===== src/rtl/multiword_add_sequencer.sv =====
// multiword_add_sequencer
//   Adds or subtracts two WORDS x 32-bit operands by stepping a single
//   32-bit tree-carry adder over the words. It works least-significant word
//   first, one word per clock, and holds the inter-word carry in a register.
//
//   Parameters:
//     WORDS      number of 32-bit words per operand (2..16)
//   Ports:
//     clk        system clock, rising edge
//     reset      synchronous active-high reset
//     start      request, sampled only while idle
//     sub        0 = a+b, 1 = a-b, captured with start
//     a_in/b_in  operands, captured with start
//     busy       high while the operation runs and during the done cycle
//     done       one-cycle pulse when result is valid
//     result     sum/difference, held until overwritten by the next op
//     carry_out  final carry (for sub: 1 = no borrow)
//     overflow   signed overflow of the full-width op
//                (present only with MULTIWORD_ADD_OVERFLOW_EN)
//
//   Optional build macro: MULTIWORD_ADD_OVERFLOW_EN

// 32-bit adder with a parallel-prefix (Kogge-Stone) carry tree.
module fulladder_with_tree_carry_32 (
    output logic [31:0] sum,
    output logic        carry_out,
    input  logic [31:0] a,
    input  logic [31:0] b,
    input  logic        carry_in
);
    logic [31:0] p0;
    logic [31:0] g;
    logic [31:0] p;
    logic [31:0] gn;
    logic [31:0] pn;

    always_comb begin
        p0 = a ^ b;
        g  = a & b;
        p  = p0;
        // Fold carry_in into bit 0 so that g[i] becomes the carry out of bit i.
        g[0] = g[0] | (p0[0] & carry_in);
        for (int l = 0; l < 5; l++) begin
            gn = g;
            pn = p;
            for (int i = (1 << l); i < 32; i++) begin
                gn[i] = g[i] | (p[i] & g[i - (1 << l)]);
                pn[i] = p[i] & p[i - (1 << l)];
            end
            g = gn;
            p = pn;
        end
        sum       = p0 ^ {g[30:0], carry_in};
        carry_out = g[31];
    end
endmodule

module multiword_add_sequencer #(
    parameter int WORDS = 4
) (
    input  logic               clk,
    input  logic               reset,
    input  logic               start,
    input  logic               sub,
    input  logic [32*WORDS-1:0] a_in,
    input  logic [32*WORDS-1:0] b_in,
    output logic               busy,
    output logic               done,
    output logic [32*WORDS-1:0] result,
`ifdef MULTIWORD_ADD_OVERFLOW_EN
    output logic               overflow,
`endif
    output logic               carry_out
);
    localparam int IW = (WORDS > 1) ? $clog2(WORDS) : 1;
    localparam logic [IW-1:0] LAST_IDX = IW'(WORDS - 1);

    typedef enum logic [1:0] {
        IDLE = 2'd0,
        RUN  = 2'd1,
        DONE = 2'd2
    } state_t;

    state_t                  state_q, state_d;
    logic [IW-1:0]           idx_q, idx_d;
    logic                    carry_q, carry_d;
    logic                    sub_q, sub_d;
    logic [WORDS-1:0][31:0]  a_q, a_d;
    logic [WORDS-1:0][31:0]  b_q, b_d;
    logic [WORDS-1:0][31:0]  result_q, result_d;
    logic                    cout_q, cout_d;
`ifdef MULTIWORD_ADD_OVERFLOW_EN
    logic                    ovf_q, ovf_d;
`endif

    logic [31:0] add_a, add_b, add_sum;
    logic        add_co;

    // Subtraction feeds ~B and seeds the carry with 1 (a + ~b + 1).
    assign add_a = a_q[idx_q];
    assign add_b = sub_q ? ~b_q[idx_q] : b_q[idx_q];

    fulladder_with_tree_carry_32 u_adder (
        .sum       (add_sum),
        .carry_out (add_co),
        .a         (add_a),
        .b         (add_b),
        .carry_in  (carry_q)
    );

    always_comb begin
        state_d  = state_q;
        idx_d    = idx_q;
        carry_d  = carry_q;
        sub_d    = sub_q;
        a_d      = a_q;
        b_d      = b_q;
        result_d = result_q;
        cout_d   = cout_q;
`ifdef MULTIWORD_ADD_OVERFLOW_EN
        ovf_d    = ovf_q;
`endif
        unique case (state_q)
            IDLE: begin
                if (start) begin
                    a_d     = a_in;
                    b_d     = b_in;
                    sub_d   = sub;
                    carry_d = sub;
                    idx_d   = '0;
                    state_d = RUN;
`ifdef MULTIWORD_ADD_OVERFLOW_EN
                    ovf_d   = 1'b0;
`endif
                end
            end
            RUN: begin
                result_d[idx_q] = add_sum;
                carry_d         = add_co;
                if (idx_q == LAST_IDX) begin
                    // Reset the index rather than incrementing, so it never
                    // wraps when WORDS is a power of two.
                    idx_d   = '0;
                    cout_d  = add_co;
                    state_d = DONE;
`ifdef MULTIWORD_ADD_OVERFLOW_EN
                    // Carry into the MSB is recovered from the sum bit.
                    ovf_d   = (add_sum[31] ^ add_a[31] ^ add_b[31]) ^ add_co;
`endif
                end else begin
                    idx_d = idx_q + 1'b1;
                end
            end
            DONE: state_d = IDLE;
            default: state_d = IDLE;
        endcase
    end

    always_ff @(posedge clk) begin
        if (reset) begin
            state_q  <= IDLE;
            idx_q    <= '0;
            carry_q  <= 1'b0;
            sub_q    <= 1'b0;
            a_q      <= '0;
            b_q      <= '0;
            result_q <= '0;
            cout_q   <= 1'b0;
`ifdef MULTIWORD_ADD_OVERFLOW_EN
            ovf_q    <= 1'b0;
`endif
        end else begin
            state_q  <= state_d;
            idx_q    <= idx_d;
            carry_q  <= carry_d;
            sub_q    <= sub_d;
            a_q      <= a_d;
            b_q      <= b_d;
            result_q <= result_d;
            cout_q   <= cout_d;
`ifdef MULTIWORD_ADD_OVERFLOW_EN
            ovf_q    <= ovf_d;
`endif
        end
    end

    assign busy      = (state_q == RUN) || (state_q == DONE);
    assign done      = (state_q == DONE);
    assign result    = result_q;
    assign carry_out = cout_q;
`ifdef MULTIWORD_ADD_OVERFLOW_EN
    assign overflow  = ovf_q;
`endif
endmodule

===== config.mk =====
export PLATFORM = sky130hd
export DESIGN_NAME = multiword_add_sequencer
export DESIGN_NICKNAME = d
export VERILOG_FILES = /design/src/rtl/multiword_add_sequencer.sv
export SDC_FILE = /design/constraint.sdc
export NUM_CORES = 1
export LEC_CHECK = 0
export CAP_MARGIN = 20
export CORE_MARGIN = 4
export CORE_UTILIZATION = 55
export CTS_CLUSTER_DIAMETER = 30
export CTS_CLUSTER_SIZE = 28
export DETAILED_ROUTE_END_ITERATION = 12
export PLACE_DENSITY = 0.86
export SLEW_MARGIN = 5
export SYNTH_ARGS = -nofsm -noshare
export SYNTH_HDL_FRONTEND = slang
export SYNTH_SLANG_ARGS = --single-unit

===== constraint.sdc =====
create_clock -name clk -period 8.5 [get_ports clk]
set_input_delay 1.7 -clock clk [delete_from_list [all_inputs] [get_ports clk]]
set_output_delay 1.7 -clock clk [all_outputs]
set_load 0.1 [all_outputs]

# --- Word level (Yosys, flattened, before mapping) ---
# Cells that the tools add are included.
totals:
  ff_bits: 391
  latch_bits: 0
  ram_bits: 0
  romBits: 0
  input_bits: 260
  wordCells: 411
  n_memories: 0
op_classes:
  n_addsub: 1
  n_mul: 0
  div: 0
  n_lt_le_gt_ge: 2
  eq_ne: 5
  shifts: 0
  mux: 16
  n_bitwise: 362
  reduce_logical: 8
ops:
  columns: ["operator", "n"]
  rows:
  - ["$and 1x1->1", 228]
  - ["$or 1x1->1", 130]
  - ["$bmux 32 s2", 2]
  - ["$bwmux 128", 1]
  - ["$mux 32", 4]
  - ["$demux 32 s2", 1]
  - ["$xor 32x32->32", 2]
  - ["$and 32x32->32", 1]
  - ["$not 32->32", 1]
  - ["$mux 2", 4]
  - ["$pmux 2 s2", 2]
  - ["$reduce_and 2->1", 4]
  - ["$eq 2x2->1 const B", 2]
  - ["$ne 2x2->1 const B", 2]
  - ["$lt 2x3->1 const B", 1]
  - ["$add 2x1->2 const B", 1]
  - ["$eq 2x1->1 const B", 1]
  - ["$ge 2x1->1 const B", 1]
  - ["$logic_not 2->1", 1]
  - ["$pmux 1 s2", 1]
  - ["$reduce_bool 2->1", 1]
  - ["$logic_and 1x1->1", 1]
  - ["$logic_or 1x1->1", 1]
  - ["$mux 1", 1]

# --- Logic depth before layout (Yosys ltp) ---
depth:
  depth_word: 18
  ltp_mapped: 14

# --- By module ---
# From an unflattened synthesis, not the netlist that was laid out.
hier_totals:
  cells_unflattened: 2080
  hier_area_um2: 17108.9
modules_own_cells:
  columns: ["mod", "n_inst", "cells_per_inst", "area_each_um2"]
  rows:
  - ["multiword_add_sequencer", 1, 1835, 15394.8]
  - ["fulladder_with_tree_carry_32", 1, 245, 1714.1]

# --- Worst setup path before layout ---
# No wires, ideal clock.
synth_path:
  kind: "reg-to-reg"
  from: "register idx_q[1]"
  to: "register result_q (netlist bit result[118])"
  setup_time_ns: 0.122
  arrival_ns: 3.617
  t_required_ns: 8.378
  slack_ns: 4.761
  path_stages_with_launch: 14
  n_path_buf: 2
  period_less_slack_ns: 3.739
  path_cell_list: "dfxtp_1 buf_2 clkbuf_1 mux4_2 xor2_1 fa_1 inv_1 fa_1 nand2b_1 a21o_2 a21o_4 a211oi_2 nor4_1 a311o_1"
synth_via:
  elab_chain_len: 16
synth_rtl:
  columns: ["item", "line", "rtl"]
  rows:
  - ["from (decl)", "85", "logic [IW-1:0] idx_q, idx_d;"]
  - ["from (signal assigned)", "174", "idx_q <= idx_d;"]
  - ["$bmux 32 s2", "101", "assign add_b = sub_q ? ~b_q[idx_q] : b_q[idx_q];"]
  - ["$mux 32 (implied by the code)", "101", null]
  - ["$not 32->32", "101", null]
  - ["$mux 32", "101", null]
  - ["$xor 32x32->32 / $and 32x32->32 (equally long branches)", "38, 39", null]
  - ["$and 1x1->1", "47", "gn[i] = g[i] | (p[i] & g[i - (1 << l)]);"]
  - ["$or 1x1->1", "47", null]
  - ["$and 1x1->1", "47", null]
  - ["$or 1x1->1", "47", null]
  - ["$and 1x1->1", "47", null]
  - ["$or 1x1->1", "47", null]
  - ["$and 1x1->1", "47", null]
  - ["$or 1x1->1 (2 in a row)", "47", null]
  - ["$xor 32x32->32", "53", "sum = p0 ^ {g[30:0], carry_in};"]
  - ["$bwmux 128 (*)", "138", "result_d[idx_q] = add_sum;"]
  - ["to (signal assigned)", "179", "result_q <= result_d;"]
  - ["to (decl)", "90", "logic [WORDS-1:0][31:0] result_q, result_d;"]
# Mark *: on every way between the ends. The rest lies on a longest branch, timed or not. The select of a mux whose other input is x is not followed.
# A chain may end at the register's enable or synchronous reset.

# --- Worst setup path after layout ---
layout_path:
  from: "register idx_q[1]"
  to: "register result_q (netlist bit result[24])"
layout_via:
  elab_chain_len: 17
layout_rtl:
  columns: ["item", "line", "rtl"]
  rows:
  - ["$bmux 32 s2", "101", null]
  - ["$mux 32 (implied by the code)", "101", null]
  - ["$not 32->32", "101", null]
  - ["$mux 32", "101", null]
  - ["$xor 32x32->32", "38", "p0 = a ^ b;"]
  - ["$and 1x1->1", "42", "g[0] = g[0] | (p0[0] & carry_in);"]
  - ["$or 1x1->1", "42", null]
  - ["$and 1x1->1", "47", null]
  - ["$or 1x1->1", "47", null]
  - ["$and 1x1->1", "47", null]
  - ["$or 1x1->1", "47", null]
  - ["$and 1x1->1", "47", null]
  - ["$or 1x1->1", "47", null]
  - ["$and 1x1->1", "47", null]
  - ["$or 1x1->1", "47", null]
  - ["$xor 32x32->32", "53", null]
  - ["$bwmux 128 (*)", "138", null]
# Marked as above.

==> flow_summary.json <==
{
  "status": "completed",
  "worstPathRequired_ps": 8970,
  "netlist_area_mm2": 0.0182,
  "seqPwrFrac_pct": 32.2,
  "routabilityCongestion": 0.952,
  "finalWirelength_um": 63900,
  "p_switching_uw": 1780,
  "fin_crit_ps": 4710,
  "crit_path_cell_trace": "buf_4 > mux4_2 > xor2_1 > fa_1 > inv_1 > fa_1 > nand2b_1 > a21o_2 > a21o_1 > a31oi_2 > xnor2_1 > a211oi_1",
  "dr.first_iter.drc_count": 2124,
  "irDropWorstVdd_uv": 169,
  "synth_edf_count": 0,
  "rows": 66,
  "rsz0062_at_grt": "false",
  "vias": 18200,
  "io_buffers": 390,
  "endpoint_kind": "flop",
  "dr.pass1.iters": 6,
  "final-setup-viol-count": 0,
  "num_io_pins": 391,
  "clockPowerShare_pct": 52.3,
  "drive_gt1_share_pct": 10.0,
  "fill_cells": 2119,
  "routed_via_density": 6.06,
  "cts_hold_repair.buffers": 0,
  "grt_max_degree": 258,
  "cts.sink_count": 391,
  "async_flop_share_pct": 0,
  "synth-main-ff-cell": "dfxtp_1",
  "p_per_area_mw_per_mm2": 250,
  "yosysWarnings": 0,
  "synth_top_area_cell": "dfxtp_1",
  "globalRouteOverflowTotal": 0,
  "cts_buffers": 77,
  "wl_per_cell_um": 21.4,
  "arrival_ps": 5180,
  "ys_seq_area_share_pct": 43.0,
  "p_leak_uw": 0.00944,
  "holdWs_ps": 452,
  "post-route-period-util_pct": 55.4,
  "cts_buffer_depth": 3,
  "synth_top_area_share_pct": 43.0,
  "fmax_ghz": 0.212,
  "critPathMaxFanout": 45,
  "maxCapViolCount": 0,
  "dp_cells": 2851,
  "place_hpwl_um": 43300,
  "cts_resized": 0,
  "cts_tree": "done",
  "die-height_um": 190,
  "fin_cells": 2995,
  "clockRootBuffer": "clkbuf_16",
  "area_growth_pct": 37.2,
  "antenna_found_initial": 5,
  "grt_use_total_pct": 34.0,
  "crit_slowest_cell": "buf_4",
  "slew_headroom_pct": 15.6,
  "initial_utilization_pct": 55.8,
  "core-area_mm2": 0.0326,
  "htree_levels": 3,
  "dieArea_mm2": 0.0361,
  "tightest_slew_ps": 1270,
  "ys_types": 75,
  "nNetsFinal": 2789,
  "synth_cells": 2179,
  "final-max-slew-violation-count": 0,
  "avgSynthCellArea_um2": 8.35,
  "tns_ps": 0,
  "finClkSkew_ps": 37.4,
  "syn_nets": 2479,
  "worstSetupStartpointType": "flop",
  "grt_pass1_wl_um": 97700,
  "worstSkewPairLatency_ps": 600,
  "finalWorstSetupSlack_ps": 3790,
  "ys_ff_latch": 391,
  "finalHoldViolations": 0,
  "p_sw_share_pct": 28.5,
  "crit_type": "flop to flop",
  "pwr-share-comb_pct": 15.5,
  "cpPeakStageDelay_ps": 670,
  "post_cts_buffers": 0,
  "pre_cts_slack_ps": 3930,
  "ys_top_cells_by_area": "dfxtp_1, nand2_1, a21oi_1",
  "hold_class": "flop to flop",
  "p_int_uw": 4470,
  "final_cell_mix": "nand2_1, clkdlybuf4s50_1, dfxtp_1, a21oi_1, clkbuf_16",
  "grt_pass1_vias": 17700,
  "clkTransAtPathRegs_ps": 50,
  "layout_commonest_cell": "nand2_1",
  "die_x_um": 190,
  "ant_nets": 0,
  "path_common_cell": "fa_1",
  "drc": 0
}
sequential cells by signal, summed over array words and instances, names as in the netlist:
register / count
a_q: 128
b_q: 128
result: 128
idx_q: 2
state_q: 2
carry_out: 1
carry_q: 1
sub_q: 1
Yosys cell counts, types with 23 or more instances:
library cell and n:
a211oi_1 23, a21oi_1 349, clkbuf_1 127, dfxtp_1 391, ha_1 38, mux4_2 64, nand2_1 622, nand3_1 69
nand4_1 28, nor2_1 68, nor3_1 27, o21ai_0 34, xor2_1 35
worst paths after layout:
path	startpoint	endpoint	slack, ps	cells past startpoint
min	a_q[116]$_SDFFE_PP0P_	a_q[116]$_SDFFE_PP0P_	450	2
min reg2reg	a_q[116]$_SDFFE_PP0P_	a_q[116]$_SDFFE_PP0P_	450	2
max reg2reg	idx_q[1]$_SDFFE_PP0P_	result[24]$_SDFFE_PP0P_	3790	12
max	idx_q[1]$_SDFFE_PP0P_	result[24]$_SDFFE_PP0P_	3790	12
power by group through the flow:
stage	logic (µW)	clock network, µW	registers, µW
6_report	972	3270	2010
3_3_place_gp	919	0	2040
3_5_place_dp	936	0	2040
2_1_floorplan	511	0	2130
5_1_grt	1030	3380	2020
4_1_cts	949	3270	2010
cells by family (layout without fill, tap and decap cells):
family	count (synthesis)	in the layout	share of synthesized area, %
compound gates	551	551	18.7
xor+xnor	47	47	2.26
fa+ha+maj	40	40	2.83
buf+inv	191	562	4.26
flops	391	391	43.0
mux	64	64	7.92
other cells	0	3	0
simple gates	895	895	21.0
metal layers:
layer / global-route usage (%) / up-vias / wire (µm)
li1: - / 8282 / -
met1: 41.7 / 8462 / 23200
met2: 55.9 / 1175 / 30100
met3: 7.43 / 236 / 6810
met4: 18.6 / 4 / 3850
met5: 0 / - / 20
metrics by stage:
step / util [%] / power, µW / instance area (µm²)
4_1_cts: 76.4 / 6230 / 24900
5_1_grt: 76.6 / 6430 / 25000
3_5_place_dp: 67.8 / 2980 / 22100
6_report: 76.6 / 6250 / 25000
3_3_place_gp: 67.8 / 2960 / 22100
2_1_floorplan: - / 2640 / 18200
cell type report:
type	count	area [µm²]	area share [%]
repair buffers	406	4070	16.3
well taps	442	553	2.21
flip-flops and latches	391	7840	31.4
multi-input cells	1597	9610	38.5
inverters	16	60.1	0.241
clock inverters	47	692	2.77
clock buffers	93	2140	8.57
diodes	3	7.51	0.0301
worst max-delay path, delay by kind of cell, from the launching register on:
| family | cells | cell delay [ps] |
|---|---|---|
| AO/OA/AOI/OAI | 4 | 1380 |
| buffers and inverters | 2 | 750 |
| adder cells (fa/ha/maj) | 2 | 740 |
| flip-flops | 1 | 610 |
| XOR/XNOR | 2 | 490 |
| multiplexers | 1 | 420 |
| AND/OR/NAND/NOR | 1 | 170 |
(Power assumes the default switching activity.)
==> variant: new RTL, same settings <==
Build with the macro `MULTIWORD_ADD_OVERFLOW_EN` defined.
--- a/src/rtl/multiword_add_sequencer.sv
+++ b/src/rtl/multiword_add_sequencer.sv
@@ -21,6 +21,8 @@
 //   Optional build macro: MULTIWORD_ADD_OVERFLOW_EN
 
 // 32-bit adder with a parallel-prefix (Kogge-Stone) carry tree.
+`define MULTIWORD_ADD_OVERFLOW_EN
+
 module fulladder_with_tree_carry_32 (
     output logic [31:0] sum,
     output logic        carry_out,
Formal check against the unedited RTL (old outputs only; new: overflow): same outputs for any inputs over 4 cycles, from zero or initial values and one cycle with reset high; that may be too few to reach the edited logic, so the function may still have changed.
==> variant against the original RTL <==
  * Area after synthesis decreased by 5.6%
  * Wire length decreased by 13%
  * Worst setup slack got worse by 0.57 ns
  * Power decreased by 7.2%
  * Cell area decreased by 5.6%
  * Core utilization increased by 0.31 points
  * Sequential cell count increased by 1
  * Clock skew decreased by 0.011 ns
  * Largest cell class unchanged
==> variant: results (changes against the original RTL) <==
GPL Wtd Cong 0.924 (was 0.952); Worst Path Arrival 5.71 ns (was 5.18 ns); run status completed (unchanged); combinational power 909 uW (was 972 uW); P_leak 8.95 nW (was 9.44 nW); Int Pwr 4.18 mW (was 4.47 mW); final hold slack 0.449 ns (was 0.452 ns); Netlist cell types 59 (was 75); GR Util met1 0.391 (was 0.417); Final Skew 0.0266 ns (was 0.0374 ns); peak supply drop 0.000213 V (was 0.000169 V); Seq/Total Area, Yosys 0.457 (was 0.430); M3 GR Usage 0.0785 (was 0.0743); Clock Power Share 0.498 (was 0.523); flop2flop setup slack 3.22 ns (was 3.79 ns); fraction of layout cells with a size suffix above 1 0.0906 (was 0.100); crit path from idx_q[0] (was idx_q[1]); top post-synthesis cells by area dfxtp_1, nand2_1, a21oi_1 (unchanged); top cells by instance count after synthesis nand2_1, a21oi_1, dfxtp_1 (was nand2_1, dfxtp_1, a21oi_1); Hold Crit Endpoint b_q[66] (was a_q[116]); syn nets 2379 (was 2479); hold_sp b_q[66] (was a_q[116]); fill count 2053 (was 2119); initial drt markers 1656 (was 2124); vias per inst 5.83 (was 6.06); Inserted Clock Buffers 70 (was 77); Slew @ Worst Pin 1.36 ns (was 1.27 ns); first-pass GRT wire length 85000 um (was 97700 um); routed length per instance 19.6 um (was 21.4 um); Worst R2R Path Depth 14 (was 12); Detailed Place HPWL 37700 um (was 43300 um)
-- variant: changes by cell type after synthesis, moves of 9 or more --
cell | unedited run | this run
a2111o_1 | 9 | 0
a211o_1 | 9 | 0
a211oi_1 | 23 | 12
a21oi_1 | 349 | 396
and3_1 | 17 | 7
buf_2 | 18 | 3
nand2_1 | 622 | 648
nand3_1 | 69 | 21
nand4_1 | 28 | 5
nor2_1 | 68 | 119
nor4_1 | 13 | 1
o21ai_0 | 34 | 19
o21ai_1 | 10 | 0
-- variant: layout make-up --
| class | count | area [um^2] | share of cell area |
|---|---|---|---|
| well taps | 396 | 495 | 0.0210 |
| clock buffers | 93 | 2020 | 0.0858 |
| multi-input cells | 1516 | 8640 | 0.366 |
| flip-flops and latches | 392 | 7860 | 0.333 |
| repair buffers | 401 | 4040 | 0.171 |
| inverters | 13 | 48.8 | 0.00207 |
| diodes | 2 | 5.00 | 0.000212 |
| clock inverters | 35 | 468 | 0.0199 |
-- variant: critical path: stages, from the launching register on --
cell	delay, ns
dfxtp_4	0.78
buf_4	0.62
mux4_2	0.60
xor2_1	0.17
fa_1	0.47
fa_1	0.51
a211oi_1	0.32
o211ai_1	0.19
nand3_1	0.13
nand4b_1	0.12
a31oi_1	0.30
nor2b_1	0.09
o21a_1	0.18
or3_1	0.37
a41o_1	0.27
-- variant: cells by family (layout without fill, tap and decap cells) --
family,after synthesis,in the layout,share of synthesized area
flip-flops,392,392,0.457
AO/OA/AOI/OAI,490,490,0.156
AND/OR/NAND/NOR,864,864,0.203
XOR/XNOR,58,58,0.0296
adder cells (fa/ha/maj),40,40,0.0300
multiplexers,64,64,0.0839
other,0,2,0
buffers and inverters,171,542,0.0410
-- variant: metal layers --
metal  wire length [um]  share of wire  up-vias
li1                   -              -     7689
met1              21000           0.38     7827
met2              26200           0.47      911
met3               5900           0.11      165
met4               2600          0.047        4
met5                 21        0.00038        -
-- variant: stage by stage --
| step | cells | power, mW | worst slack, ns |
|---|---|---|---|
| finish | 2848 | 5.80 | 3.22 |
| global route | 2848 | 5.98 | 2.93 |
| CTS | 2845 | 5.79 | 3.19 |
| detailed placement | 2717 | 2.92 | 3.23 |
| global placement | 2717 | 2.90 | 3.36 |
| floorplan | 2079 | 2.59 | 3.99 |
-- variant: how the worst max path moves through the flow --
stage	to	slack (ns)
after global routing	result[62]	2.93
after detailed placement	result[62]	3.23
after global placement	result[30]	3.36
after floorplan	result[126]	3.99
after CTS	result[62]	3.19
final	result[62]	3.22
